[src/rtl/ds64_sel.sv]
// ds64_sel: decimating image downscaler for RGB565 raster streams.
//
// Accepts a frame of IMG_W x IMG_H pixels in raster order, one pixel per
// accepted clock, and keeps the top-left pixel of every BLK x BLK block.
// Each pixel is expanded to three 8-bit channels by MSB replication. Each
// channel passes through an identical selector lane, and the result is
// repacked to RGB565 by truncation.
//
// Optional feature macro: DS64_SEL_VALID_EN
//   undefined : every clock after reset is an accepted pixel
//   defined   : adds pixel_valid; counters and dout hold while it is low
//
// Ports:
//   clk         in   1   clock, rising edge
//   rst_n       in   1   asynchronous active-low reset
//   din         in  16   RGB565 pixel (R[15:11] G[10:5] B[4:0])
//   pixel_valid in   1   qualifies din (only with DS64_SEL_VALID_EN)
//   dout        out 16   last selected pixel, RGB565
//   write_en    out  1   one-cycle pulse per selected pixel
module ds64_sel #(
    parameter int IMG_W = 256,
    parameter int IMG_H = 256,
    parameter int BLK   = 8
) (
    input  logic        clk,
    input  logic        rst_n,
    input  logic [15:0] din,
`ifdef DS64_SEL_VALID_EN
    input  logic        pixel_valid,
`endif
    output logic [15:0] dout,
    output logic        write_en
);

    localparam int CW = (IMG_W > 1) ? $clog2(IMG_W) : 1;
    localparam int RW = (IMG_H > 1) ? $clog2(IMG_H) : 1;

    // Block-alignment masks: with power-of-two BLK, "x % BLK == 0" is
    // simply "low log2(BLK) bits are zero".
    localparam logic [CW-1:0] COL_MASK = CW'(BLK - 1);
    localparam logic [RW-1:0] ROW_MASK = RW'(BLK - 1);
    localparam logic [CW-1:0] COL_LAST = CW'(IMG_W - 1);
    localparam logic [RW-1:0] ROW_LAST = RW'(IMG_H - 1);

    logic [CW-1:0] col;
    logic [RW-1:0] row;
    logic          accept;
    logic          sel;
    logic [7:0]    ch8    [3];
    logic [7:0]    lane_q [3];

`ifdef DS64_SEL_VALID_EN
    assign accept = pixel_valid;
`else
    assign accept = 1'b1;
`endif

    // Shared selection decision for all three lanes.
    assign sel = ((col & COL_MASK) == '0) && ((row & ROW_MASK) == '0);

    // Channel expansion: R and B replicate their top 3 bits, G its top 2.
    always_comb begin
        ch8[0] = {din[15:11], din[15:13]};
        ch8[1] = {din[10:5],  din[10:9]};
        ch8[2] = {din[4:0],   din[4:2]};
    end

    always_ff @(posedge clk or negedge rst_n) begin
        if (!rst_n) begin
            col      <= '0;
            row      <= '0;
            write_en <= 1'b0;
            for (int unsigned i = 0; i < 3; i++) begin
                lane_q[i] <= '0;
            end
        end else begin
            write_en <= 1'b0;
            if (accept) begin
                if (col == COL_LAST) begin
                    col <= '0;
                    row <= (row == ROW_LAST) ? '0 : row + 1'b1;
                end else begin
                    col <= col + 1'b1;
                end
                if (sel) begin
                    write_en <= 1'b1;
                    for (int unsigned i = 0; i < 3; i++) begin
                        lane_q[i] <= ch8[i];
                    end
                end
            end
        end
    end

    // Compression by truncation; the dropped LSBs are copies of MSBs, so
    // the round trip reproduces din exactly.
    assign dout = {lane_q[0][7:3], lane_q[1][7:2], lane_q[2][7:3]};

    logic unused_lsbs;
    assign unused_lsbs = ^{lane_q[0][2:0], lane_q[1][1:0], lane_q[2][2:0]};

endmodule

[config.mk]
export PLATFORM = sky130hd
export DESIGN_NAME = ds64_sel
export DESIGN_NICKNAME = d
export VERILOG_FILES = /design/src/rtl/ds64_sel.sv
export SDC_FILE = /design/constraint.sdc
export NUM_CORES = 1
export LEC_CHECK = 0
export BUFFER_PORTS_ARGS = -buffer_cell sky130_fd_sc_hd__buf_2
export CAP_MARGIN = 20
export CORE_MARGIN = 2
export CORE_UTILIZATION = 45
export DETAILED_ROUTE_END_ITERATION = 10
export GPL_ROUTABILITY_DRIVEN = 0
export PLACE_DENSITY = 0.69
export SLEW_MARGIN = 10
export SYNTH_ARGS = -nofsm -noshare
export SYNTH_HDL_FRONTEND = slang
export SYNTH_SLANG_ARGS = --single-unit
[constraint.sdc]
create_clock -name clk -period 2.5 [get_ports clk]
set_clock_uncertainty 0.05 [all_clocks]
set_input_delay 0.125 -clock clk [delete_from_list [all_inputs] [get_ports clk]]
set_output_delay 0.125 -clock clk [all_outputs]
set_load 0.01 [all_outputs]
Word level (Yosys, flattened, before mapping)

Index checks and enable logic that the tools add are counted.

Memories: 0
Input port bits: 18
Bits in read-only memories: 0
Logic and storage cells: 16
Register bits after elaboration: 41
RAM bits: 0
Latch bits: 0

Add/sub/neg operators: 2
$mul: 0
Magnitude comparators: 0
Bitwise gates (word level): 0
Divide/modulo/power cells: 0
Multiplexer cells: 3
Shift-type cells: 0
Reductions and logical operators: 3
Equality and inequality tests: 2

Operators by type and width:

| cell                                        | number |
|---|---|
| adder 8 x 1 -> 8 bit, second input constant | 2 |
| equality test 8 bit, second input constant  | 2 |
| logical NOT 8 bit                           | 2 |
| two-way mux 8 bit                           | 2 |
| logical AND 1 bit                           | 1 |
| two-way mux 1 bit                           | 1 |

Depth between registers and ports, before layout

Gate-level depths: netlist of the first run.

Word-level depth: 3
Gate-level depth with buffers: 6
Gate-level depth less buffers: 4

Worst setup path after synthesis of the first run

OpenSTA, ideal clock, no wires.

Path kind: register to register
Start: register col[0]
End: register lane_q, in the netlist dout[0]
Buffers on the path: 2
Setup time: 0.125 ns
Cell stages (with the launch flop): 7
Data arrival time: 1.464 ns
Setup slack: 0.861 ns
Path through: dfrtp_1 -> inv_1 -> ha_1 -> nor4bb_1 -> buf_4 -> buf_8 -> mux2_4

Longest elaborated chain between the ends: 2

RTL lines:

| what                           | line | source |
|---|---|---|
| start: declaration             | 45   | `logic [CW-1:0] col;` |
| start signal: assignment       | 83   | `col <= col + 1'b1;` |
| logical NOT 8 bit              | 59   | `assign sel = ((col & COL_MASK) == '0) && ((row & ROW_MASK) == '0);` |
| logical AND 1 bit              | 59   |  |
| named net sel                  | 48   | `logic sel;` |
| end signal: indexed assignment | 88   | `lane_q[i] <= ch8[i];` |
| end: declaration               | 50   | `logic [7:0] lane_q [3];` |

The timed path passes the listed nets, and every way through them passes these cells.
A chain may end at the register's enable or synchronous reset.

Worst setup path in the final report of the first run

Start: register col[0]
End: register row[0]

Longest elaborated chain between the ends: 1

RTL lines:

| what                   | line | source |
|---|---|---|
| equality test 8 bit    | 79   | `if (col == COL_LAST) begin` |
| end signal: assignment | 81   | `row <= (row == ROW_LAST) ? '0 : row + 1'b1;` |
| end: declaration       | 46   | `logic [RW-1:0] row;` |

Every way passes these cells.

==> summary.txt, run 1 <==
Power
  – Clock Power Share: 30.7%
  – Worst voltage drop across the vdd grid: 0.278 mV
  – Power per cell area: 474 mW/mm^2
  – Pleak: 0.887 nW
  – Power share of the sequential group: 60.5%
  – Share of power burned in combinational logic: 8.8%
  – Power, Total: 0.000913 W
  – Net switching fraction of the power: 23.3%
  – Pint: 0.000701 W
  – Net switching power: 0.000212 W

Floorplanning
  – Die height: 61.3 um
  – Starting utilization of the core area: 48.0%
  – Horizontal die dimension: 61.3 um
  – Count of standard-cell rows: 20
  – Area enclosed by the die boundary: 0.00376 sq mm
  – Number of top-level pins: 35
  – Placeable Area: 0.00308 sq mm

Clock network
  – Clock edge transition at the registers on the reported setup and hold paths: 0.10 ns
  – Clock buffers created by TritonCTS: 5
  – Number of levels the H-tree was split into: 2
  – Total setup buffers inserted after CTS: 0
  – Max clock buf depth: 2
  – Later-pin clock latency in the skew report: 0.33 ns
  – Clk Tree Root Cell: sky130_fd_sc_hd__clkbuf_4
  – CTS tree: done
  – Clk sink count: 33

Global routing
  – Maximum number of pins on one net before global-route repair: 34
  – Wire length of the first global-routing pass: 5.02 mm
  – Initial antenna violation count: 0
  – Residual overflow from global routing: 0
  – Number of global-route vias before repair: 1178
  – Global Route Usage Sum: 18.7%

STA
  – Setup TNS: 0 ns
  – Endpoints failing setup: 0
  – Post-route minimum period: 1.71 ns
  – Worst Tran Pin Value: 0.718 ns
  – Hold Vio Cnt, Final: 0
  – Number of pins with negative max-slew slack in the final report: 0
  – Worst rel slew slack: 52.1%
  – Period Utilization, post-route: 68.3%
  – Max Clock Freq: 585 MHz
  – RSZ-0062 raised after global routing: no

Yosys
  – EDFF count, synth: 0
  – Synth Cell Area: 0.00148 sq mm
  – Flip-flop and latch count after synthesis: 33
  – Count of yosys warnings during synthesis: 0
  – Synthesized netlist net count: 135
  – Number of distinct library cell variants in the gate-level netlist after synthesis: 32
  – Synth Instances: 113
  – Asr flop ratio synth: 100%
  – Post-Synthesis Mean Instance Area: 13.1 sq um
  – Dominant register cell in the synthesized netlist: sky130_fd_sc_hd__dfrtp_1
  – Proportion of synthesized chip area in sequential cells: 55.9%

Placement
  – Half-perimeter wire length after placement: 1.93 mm
  – Post-Place Cell Area: 0.00170 sq mm
  – Cells after DPL: 190
  – Buffers added on ports: 34

Finish
  – Post-route design area: 0.00193 sq mm
  – Final net count: 192
  – Proportion of layout cells with a drive suffix above 1: 32.2%
  – Most common library cell in the layout ignoring fill and taps: sky130_fd_sc_hd__buf_2
  – Area growth from synthesis to layout: 30.4%
  – Number of antenna cells inserted: 0
  – Non-filler cells, final: 215
  – Highest-count cells in the layout ignoring fill and taps: sky130_fd_sc_hd__buf_2 (34), sky130_fd_sc_hd__dfrtp_1 (33), sky130_fd_sc_hd__dlygate4sd3_1 (17)

Critical path
  – Total buffers and inverters traversed by the critical path: 0
  – Slowest stage delay, CP: 0.47 ns
  – R2R cell count: 4
  – Terminus of the critical flop-to-flop path: row[0]
  – Crit-path leading delay family: simple AND/OR/NAND/NOR gates
  – Classification of the worst setup path: flip-flop to flip-flop
  – Req. time, crit path: 2.65 ns
  – CP endpoint kind: flip-flop
  – Arrival time at the worst endpoint: 1.85 ns
  – Critical path peak fanout: 8
  – Worst Setup Start Kind: flip-flop
  – Critical path, cell by cell: ha_1, nand4_2, nor2_1, o21ai_0
  – Register-to-register setup slack: 0.79 ns
  – Launching point of the worst reg2reg path: col[0]
  – Master of the slowest instance on the critical path: sky130_fd_sc_hd__nor2_1

Routing
  – Total length of routed wires: 3.01 mm
  – Post-DR vias/cell: 5.11
  – Number of detailed-routing iterations run before antenna repair: 4
  – DRC violation total after the first TritonRoute iteration: 46
  – DRC violation count after routing: 0
  – Wire per inst: 14.0 um
  – Antenna-violating nets left: 0
  – Via count of the routed design: 1099

Flow run
  – Number of max-cap violations: 0

Min path
  – Worst min path class: primary input to async pin

Status
  – Run status: finished clean
[worst max path at each step]
stage               startpoint  endpoint  slack [ns]  cells past startpoint
finish                  col[0]    row[0]        0.79                      4
global route            col[0]    row[5]        0.65                      4
CTS                     col[0]    row[5]        0.81                      4
detailed placement      col[0]    row[5]        0.83                      4
global placement        col[0]   dout[7]        0.85                      5
floorplan               col[0]   dout[0]        0.86                      6
[cells by family (layout without fill, tap and decap cells)]
family,Yosys count,in the layout,synth area share (%)
flops,33,33,55.9
simple gates,31,31,12.3
mux,16,16,14.5
compound gates,14,14,6.61
buf+inv,8,66,3.14
xor+xnor,7,7,4.15
fa+ha+maj,4,4,3.39
[repair_timing]
item                                    in CTS  in global routing
endpoints found under the hold margin       49                  0
hold buffers                                17                  0
endpoints found under the setup margin       0                  0
resized for setup                            0                  0
[through the flow]
stage / utilization [%] / setup WS (ns) / hold slack [ns]
CTS: 62.6 / 0.814 / 0.343
global route: 62.6 / 0.648 / 0.397
finish: 62.6 / 0.792 / 0.339
global placement: 55.4 / 0.854 / 0.156
detailed placement: 55.4 / 0.827 / 0.173
floorplan: - / 0.861 / -0.221
[cell usage after synthesis, drive strengths merged, types with 3 or more instances]
cell,n,share of area (%)
buf,3,1.9
dfrtp,33,56
ha,4,3.4
inv,5,1.3
mux2,16,14
nand2,5,1.3
nand3,9,3.1
nand4,3,1.7
nor2,4,1.0
o21ai,4,1.4
xnor2,3,1.8
xor2,4,2.4
[flip-flops by register name, summed over array words and instances (netlist names)]
register,cells
write_en,1
lane_q,3
dout,13
col,8
row,8
[cell type report]
cell class	instances	area [sq um]
well taps	44	55.1
clock inverters	2	10.0
clock buffers	6	41.3
fillers	254	1150
multi-input cells	72	619
inverters	5	18.8
flip-flops and latches	33	826
repair buffers	53	355
[power groups by stage]
| stage | clock (W) | sequential, W | combinational (W) |
|---|---|---|---|
| floorplan | 0 | 0.000570 | 0.0000143 |
| global placement | 0 | 0.000562 | 0.0000584 |
| detailed placement | 0 | 0.000563 | 0.0000598 |
| CTS | 0.000296 | 0.000553 | 0.0000808 |
| global route | 0.000317 | 0.000554 | 0.0000889 |
| finish | 0.000281 | 0.000553 | 0.0000800 |
[routing by layer]
layer	vias to the layer above	GRT usage (%)	share of wire, %	wire length [um]
li1	529	-	-	-
met1	523	19.4	43	1290
met2	43	34.3	50	1520
met5	-	0	0	0
met4	0	7.76	0.90	27
met3	4	6.30	6.0	182
(Power assumes the default switching activity.)
==> run 2: changes to the inputs <==
clock period = 1.6 ns   (was 2.5 ns; I/O delays follow)
==> run 2 against run 1 <==
Net effect:
- the run now ends with negative setup slack left
- total power up 56%
- register-to-register slack got worse by 0.80 ns
- wire length grew 2.1%
- clock power is 55% higher
- largest power group unchanged
- flip-flop and latch count unchanged
- worst hold slack got worse by 0.036 ns
- maximum frequency rose by 6.1%
- largest cell class unchanged
- die area is the same
- core utilization rose by 3.0 points
- critical path depth increased by 1
- setup slack worse by 0.80 ns
- sequential share of layout area decreased by 1.9 points
==> summary.txt, run 2 (synthesized netlist as in run 1, its figures left out) <==
STA
  – Setup slack after layout: -0.0109 ns (-0.803 ns)
  – Period Utilization, post-route: 101% (+32 points)
  – Worst rel slew slack: 52.0% (-0.12 points)
  – Hold Vio Cnt, Final: 0 (unchanged)
  – RSZ-0062 raised after global routing: yes
  – Endpoints failing setup: 11 (+11)
  – Number of pins with negative max-slew slack in the final report: 0 (unchanged)
  – Post-route minimum period: 1.61 ns (-0.0975 ns)
  – Max Clock Freq: 621 MHz (+6.1%)
  – Final-layout worst hold slack: 0.303 ns (-0.0364 ns)
  – Worst Tran Pin Value: 0.720 ns (+0.00179 ns)

Routing
  – Total length of routed wires: 3.08 mm (+2.1%)
  – Number of detailed-routing iterations run before antenna repair: 4 (unchanged)
  – Met3 routed WL: 135 um (-26%)
  – DRC violation count after routing: 0 (unchanged)
  – Total routed wire length on the met1 layer: 1.32 mm (+2.2%)
  – DRC violation total after the first TritonRoute iteration: 42 (-8.7%)
  – Wire per inst: 13.7 um (-2.0%)
  – WL met2: 1.59 mm (+5.0%)
  – Uppermost routed layer: met4
  – Via count of the routed design: 1121 (+2.0%)
  – Post-DR vias/cell: 5.00 (-2.1%)
  – Antenna-violating nets left: 0 (unchanged)

Power
  – Pleak: 0.953 nW (+7.5%)
  – Power per cell area: 707 mW/mm^2 (+49%)
  – Worst voltage drop across the vdd grid: 0.552 mV (+98%)

Clock network
  – CTS tree: done
  – Clock buffers created by TritonCTS: 5 (unchanged)
  – Later-pin clock latency in the skew report: 0.33 ns (about the same)
  – Clk Tree Root Cell: sky130_fd_sc_hd__clkbuf_4
  – Number of levels the H-tree was split into: 2 (unchanged)
  – Clock edge transition at the registers on the reported setup and hold paths: 0.10 ns (about the same)
  – Clk sink count: 33 (unchanged)
  – Max clock buf depth: 2 (unchanged)
  – Total setup buffers inserted after CTS: 0 (unchanged)

Critical path
  – Req. time, crit path: 1.77 ns (-0.88 ns)
  – Worst Setup Start Kind: flip-flop
  – Total buffers and inverters traversed by the critical path: 2 (+2)
  – Arrival time at the worst endpoint: 1.78 ns (-0.07 ns)
  – Critical path, cell by cell: inv_1, ha_1, nor4bb_4, buf_6, mux2_4
  – Critical path peak fanout: 9 (+1)
  – Slowest stage delay, CP: 0.40 ns (-0.07 ns)
  – CP endpoint kind: flip-flop
  – Classification of the worst setup path: flip-flop to flip-flop
  – Crit-path leading delay family: flip-flops
  – Master of the slowest instance on the critical path: sky130_fd_sc_hd__dfrtp_1

Status
  – Violated checks: negative setup slack
  – Run status: finished with violations

Finish
  – Flip-flop count of the largest register, all copies and words added: 13 (unchanged)
  – Number of antenna cells inserted: 0 (unchanged)
  – Final standard cell utilization of the core: 65.5% (+3.0 points)
  – Area growth from synthesis to layout: 36.6%
  – Fill cell instance count of the final layout: 227 (-11%)
  – Final net count: 201 (+4.7%)
  – Proportion of layout cells with a drive suffix above 1: 36.7% (+4.5 points)
  – Most common library cell in the layout ignoring fill and taps: sky130_fd_sc_hd__buf_2
  – Highest-count cells in the layout ignoring fill and taps: sky130_fd_sc_hd__buf_2 (34), sky130_fd_sc_hd__dfrtp_1 (33), sky130_fd_sc_hd__dlygate4sd3_1 (17)

Floorplanning
  – Number of top-level pins: 35 (unchanged)
  – Placeable Area: 0.00308 sq mm (unchanged)
  – Horizontal die dimension: 61.3 um (unchanged)
  – Starting utilization of the core area: 48.0% (unchanged)
  – Die height: 61.3 um (unchanged)
  – Count of standard-cell rows: 20 (unchanged)
  – Area enclosed by the die boundary: 0.00376 sq mm (unchanged)

Global routing
  – Residual overflow from global routing: 0 (unchanged)
  – Wire length of the first global-routing pass: 4.84 mm (-3.7%)
  – Global Route Usage Sum: 18.2% (-0.55 points)
  – Initial antenna violation count: 0 (unchanged)
  – Number of global-route vias before repair: 1163 (-1.3%)
  – Maximum number of pins on one net before global-route repair: 34 (unchanged)

Min path
  – Worst min path class: primary input to async pin

Placement
  – Buffers added on ports: 34 (unchanged)
  – Half-perimeter wire length after placement: 2.00 mm (+3.9%)

Flow run
  – Number of max-cap violations: 0 (unchanged)
==> run 2: changes by cell type in the layout (fill, tap and decap cells not counted), sizes merged <==
| cell | previous run | this run |
|---|---|---|
| buf | 36 | 45 |
==> run 2: cell type report <==
type                    instances  area, sq um  area share [%]
clock buffers                   6         41.3            2.05
multi-input cells              72          636            31.5
repair buffers                 62          430            21.3
flip-flops and latches         33          826            40.9
inverters                       5         18.8           0.931
well taps                      44         55.1            2.73
clock inverters                 2         10.0           0.496
==> run 2: path summary, 6_finish.rpt <==
kind / start / end / slack, ns / cells past startpoint
setup / recovery: row[0] / dout[9] / -0.01 / 5
hold / removal: rst_n / lane_q[9] / 0.30 / 2
setup reg to reg: row[0] / dout[9] / -0.01 / 5
hold reg to reg: dout[3] / dout[3] / 0.44 / 1
max in group asynchronous: rst_n / dout[11] / 0.74 / 2
min in group clk: din[13] / dout[13] / 0.44 / 3
==> run 2: per-stage QoR <==
stage / total power (W) / cells / setup TNS [ns] / cell area, sq um / setup WS [ns]
after CTS: 0.00144 / 224 / -0.000260 / 1990 / -0.000260
final: 0.00143 / 224 / -0.0546 / 2020 / -0.0109
after global placement: 0.000970 / 199 / 0 / 1770 / 0.0528
after floorplan: 0.000913 / 113 / -0.350 / 1480 / -0.0389
after global routing: 0.00150 / 224 / -1.54 / 2020 / -0.111
after detailed placement: 0.000974 / 199 / 0 / 1770 / 0.0186
==> run 2: where the power goes <==
| group | switching, W | total, W | internal [W] |
|---|---|---|---|
| clock | 0.000268 | 0.000435 | 0.000167 |
| combinational | 0.0000503 | 0.000126 | 0.0000752 |
| sequential | 0.0000106 | 0.000864 | 0.000854 |
| total | 0.000329 | 0.00143 | 0.00110 |
==> run 2: metal layers <==
metal  GRT usage (%)  vias up
li1                -      544
met1            19.8      544
met2            31.9       27
met3            6.93        6
met4            7.14        0
met5               0        -
==> run 2: what timing repair did <==
action | in CTS | in global routing
endpoints found under the setup margin | 1 | 18
pin swaps | 0 | 0
hold buffers | 17 | 0
endpoints found under the hold margin | 49 | 0
resized for setup | 0 | 6
==> run 3: changes to the inputs <==
CAP_MARGIN = not set   (was 20)
SLEW_MARGIN = 40   (was 10)
clock period = 1.7 ns   (was 1.6 ns; I/O delays follow)
==> run 3 against run 2 <==
Net effect:
- the flow still finishes with violations (negative setup slack)
- worst hold slack worse by 0.037 ns
- clock power grew 65%
- sequential share of layout area is 1.4 points lower
- non-clock buffer count decreased by 2
- clock-buffer cell count shrank 1
- total power grew 16%
- first-iteration DRC count shrank 21%
- critical path type unchanged
==> summary.txt, run 3 (synthesized netlist as in run 1, its figures left out) <==
STA
  – Hold Vio Cnt, Final: 0 (unchanged)
  – Post-route minimum period: 1.72 ns (+0.111 ns)
  – Period Utilization, post-route: 101% (+0.59 points)
  – Max Clock Freq: 581 MHz (-6.4%)
  – Number of pins with negative max-slew slack in the final report: 0 (unchanged)
  – Final-layout worst hold slack: 0.266 ns (-0.0365 ns)
  – Endpoints failing setup: 8 (-3)
  – Setup slack after layout: -0.0216 ns (-0.0107 ns)
  – Worst Tran Pin Value: 0.703 ns (-0.0167 ns)
  – RSZ-0062 raised after global routing: yes
  – Setup TNS: -0.0740 ns (-0.0194 ns)
  – Worst rel slew slack: 53.1% (+1.1 points)

Power
  – Share of power burned in combinational logic: 7.5% (-1.3 points)
  – Power per cell area: 794 mW/mm^2 (+12%)
  – Power share of the sequential group: 49.1% (-12 points)
  – Clock Power Share: 43.4% (+13 points)
  – Net switching power: 0.000324 W (-1.6%)
  – Worst voltage drop across the vdd grid: 0.548 mV (-0.70%)
  – Net switching fraction of the power: 19.5% (-3.6 points)
  – Power, Total: 0.00166 W (+16%)
  – Pleak: 1.00 nW (+4.9%)
  – Pint: 0.00133 W (+22%)

Critical path
  – R2R cell count: 5 (unchanged)
  – Arrival time at the worst endpoint: 1.90 ns (+0.12 ns)
  – Req. time, crit path: 1.88 ns (+0.11 ns)
  – Classification of the worst setup path: flip-flop to flip-flop
  – Worst Setup Start Kind: flip-flop
  – CP endpoint kind: flip-flop
  – Critical path peak fanout: 8 (-1)

Status
  – Run status: finished with violations
  – Violated checks: negative setup slack

Global routing
  – Met2 demand-to-capacity share in global routing: 31.8% (-0.15 points)
  – Residual overflow from global routing: 0 (unchanged)
  – GR met1 Demand/Resource: 20.8% (+1.0 points)
  – Met3 Usage GRT: 8.82% (+1.9 points)
  – Maximum number of pins on one net before global-route repair: 34 (unchanged)
  – Wire length of the first global-routing pass: 4.87 mm (+0.72%)
  – Initial antenna violation count: 0 (unchanged)
  – Number of global-route vias before repair: 1107 (-4.8%)
  – Global Route Usage Sum: 19.3% (+1.1 points)
  – Most used routing layer: met2

Routing
  – DRC violation count after routing: 0 (unchanged)
  – Wire per inst: 14.8 um (+7.8%)
  – DRC violation total after the first TritonRoute iteration: 33 (-21%)
  – Total length of routed wires: 3.29 mm (+6.8%)
  – Antenna-violating nets left: 0 (unchanged)
  – Number of detailed-routing iterations run before antenna repair: 4 (unchanged)
  – Via count of the routed design: 1131 (+0.89%)
  – Post-DR vias/cell: 5.09 (+1.8%)

Finish
  – Number of antenna cells inserted: 0 (unchanged)
  – Final net count: 199 (-1.0%)
  – Flip-flop count of the largest register, all copies and words added: 13 (unchanged)
  – Area growth from synthesis to layout: 41.5%
  – Proportion of layout cells with a drive suffix above 1: 40.4% (+3.8 points)
  – Most common library cell in the layout ignoring fill and taps: sky130_fd_sc_hd__buf_2
  – Post-route design area: 0.00209 sq mm (+3.6%)
  – Highest-count cells in the layout ignoring fill and taps: sky130_fd_sc_hd__buf_2 (34), sky130_fd_sc_hd__dfrtp_1 (33), sky130_fd_sc_hd__dlygate4sd3_1 (17)

Clock network
  – Clk Tree Root Cell: sky130_fd_sc_hd__clkbuf_4
  – Max clock buf depth: 2 (unchanged)
  – Number of levels the H-tree was split into: 2 (unchanged)
  – Clk sink count: 33 (unchanged)
  – Later-pin clock latency in the skew report: 0.34 ns (about the same)
  – CTS tree: done
  – Clock edge transition at the registers on the reported setup and hold paths: 0.10 ns (about the same)
  – Clock buffers created by TritonCTS: 5 (unchanged)

Floorplanning
  – Area enclosed by the die boundary: 0.00376 sq mm (unchanged)
  – Horizontal die dimension: 61.3 um (unchanged)
  – Die height: 61.3 um (unchanged)
  – Starting utilization of the core area: 48.0% (unchanged)
  – Number of top-level pins: 35 (unchanged)
  – Count of standard-cell rows: 20 (unchanged)
  – Placeable Area: 0.00308 sq mm (unchanged)

Placement
  – Buffers added on ports: 34 (unchanged)
  – Half-perimeter wire length after placement: 1.96 mm (-2.0%)
  – DP Worst Slack: 0.0172 ns (-0.00140 ns)
  – Post-Place Cell Area: 0.00171 sq mm (-3.4%)

Flow run
  – Number of max-cap violations: 0 (unchanged)

Min path
  – Worst min path class: primary input to async pin
-- run 3: layout make-up --
cell class                      instances  area [sq um]
Inverter                                5          18.8
Tap cell                               44          55.1
Timing Repair Buffer                   60           415
Multi-Input combinational cell         72           672
Clock inverter                          3          65.1
Clock buffer                            5          37.5
Sequential cell                        33           826
Fill cell                             214           988
-- run 3: power groups by stage --
stage | clock network (W) | registers (W) | logic [W]
after detailed placement | 0 | 0.000829 | 0.0000878
after floorplan | 0 | 0.000838 | 0.0000210
after CTS | 0.000736 | 0.000814 | 0.000118
after global placement | 0 | 0.000828 | 0.0000855
final | 0.000719 | 0.000814 | 0.000124
after global routing | 0.000784 | 0.000817 | 0.000136
-- run 3: timing repair --
action,in CTS,in global routing
resized for setup,0,15
endpoints found under the setup margin,0,17
hold buffers,17,0
setup buffers,0,5
endpoints found under the hold margin,49,0
-- run 3: path summary, 6_finish.rpt --
check,slack (ns),from,to
setup / recovery,-0.02,row[1],dout[12]
hold reg to reg,0.45,row[6],row[6]
setup reg to reg,-0.02,row[1],dout[12]
hold / removal,0.27,rst_n,dout[2]
min in group clk,0.45,row[6],row[6]
max in group asynchronous,0.87,rst_n,col[3]
-- run 3: metal layers --
layer	part of all wire, %	vias up
met2	51	33
li1	-	541
met5	0	-
met1	42	552
met3	4.6	5
met4	1.4	0
-- run 3: worst max-delay path: stages, from the launching register on --
cell and delay, ns:
sky130_fd_sc_hd__dfrtp_1 0.43, sky130_fd_sc_hd__inv_2 0.09, sky130_fd_sc_hd__ha_4 0.12, sky130_fd_sc_hd__nor4bb_4 0.38, sky130_fd_sc_hd__buf_6 0.21, sky130_fd_sc_hd__mux2_1 0.32
-- run 3: metrics by stage --
step | cells | utilization (%)
6_report | 222 | 67.9
5_1_grt | 222 | 67.9
4_1_cts | 216 | 64.5
3_5_place_dp | 191 | 55.6
3_3_place_gp | 191 | 55.6
2_1_floorplan | 113 | -
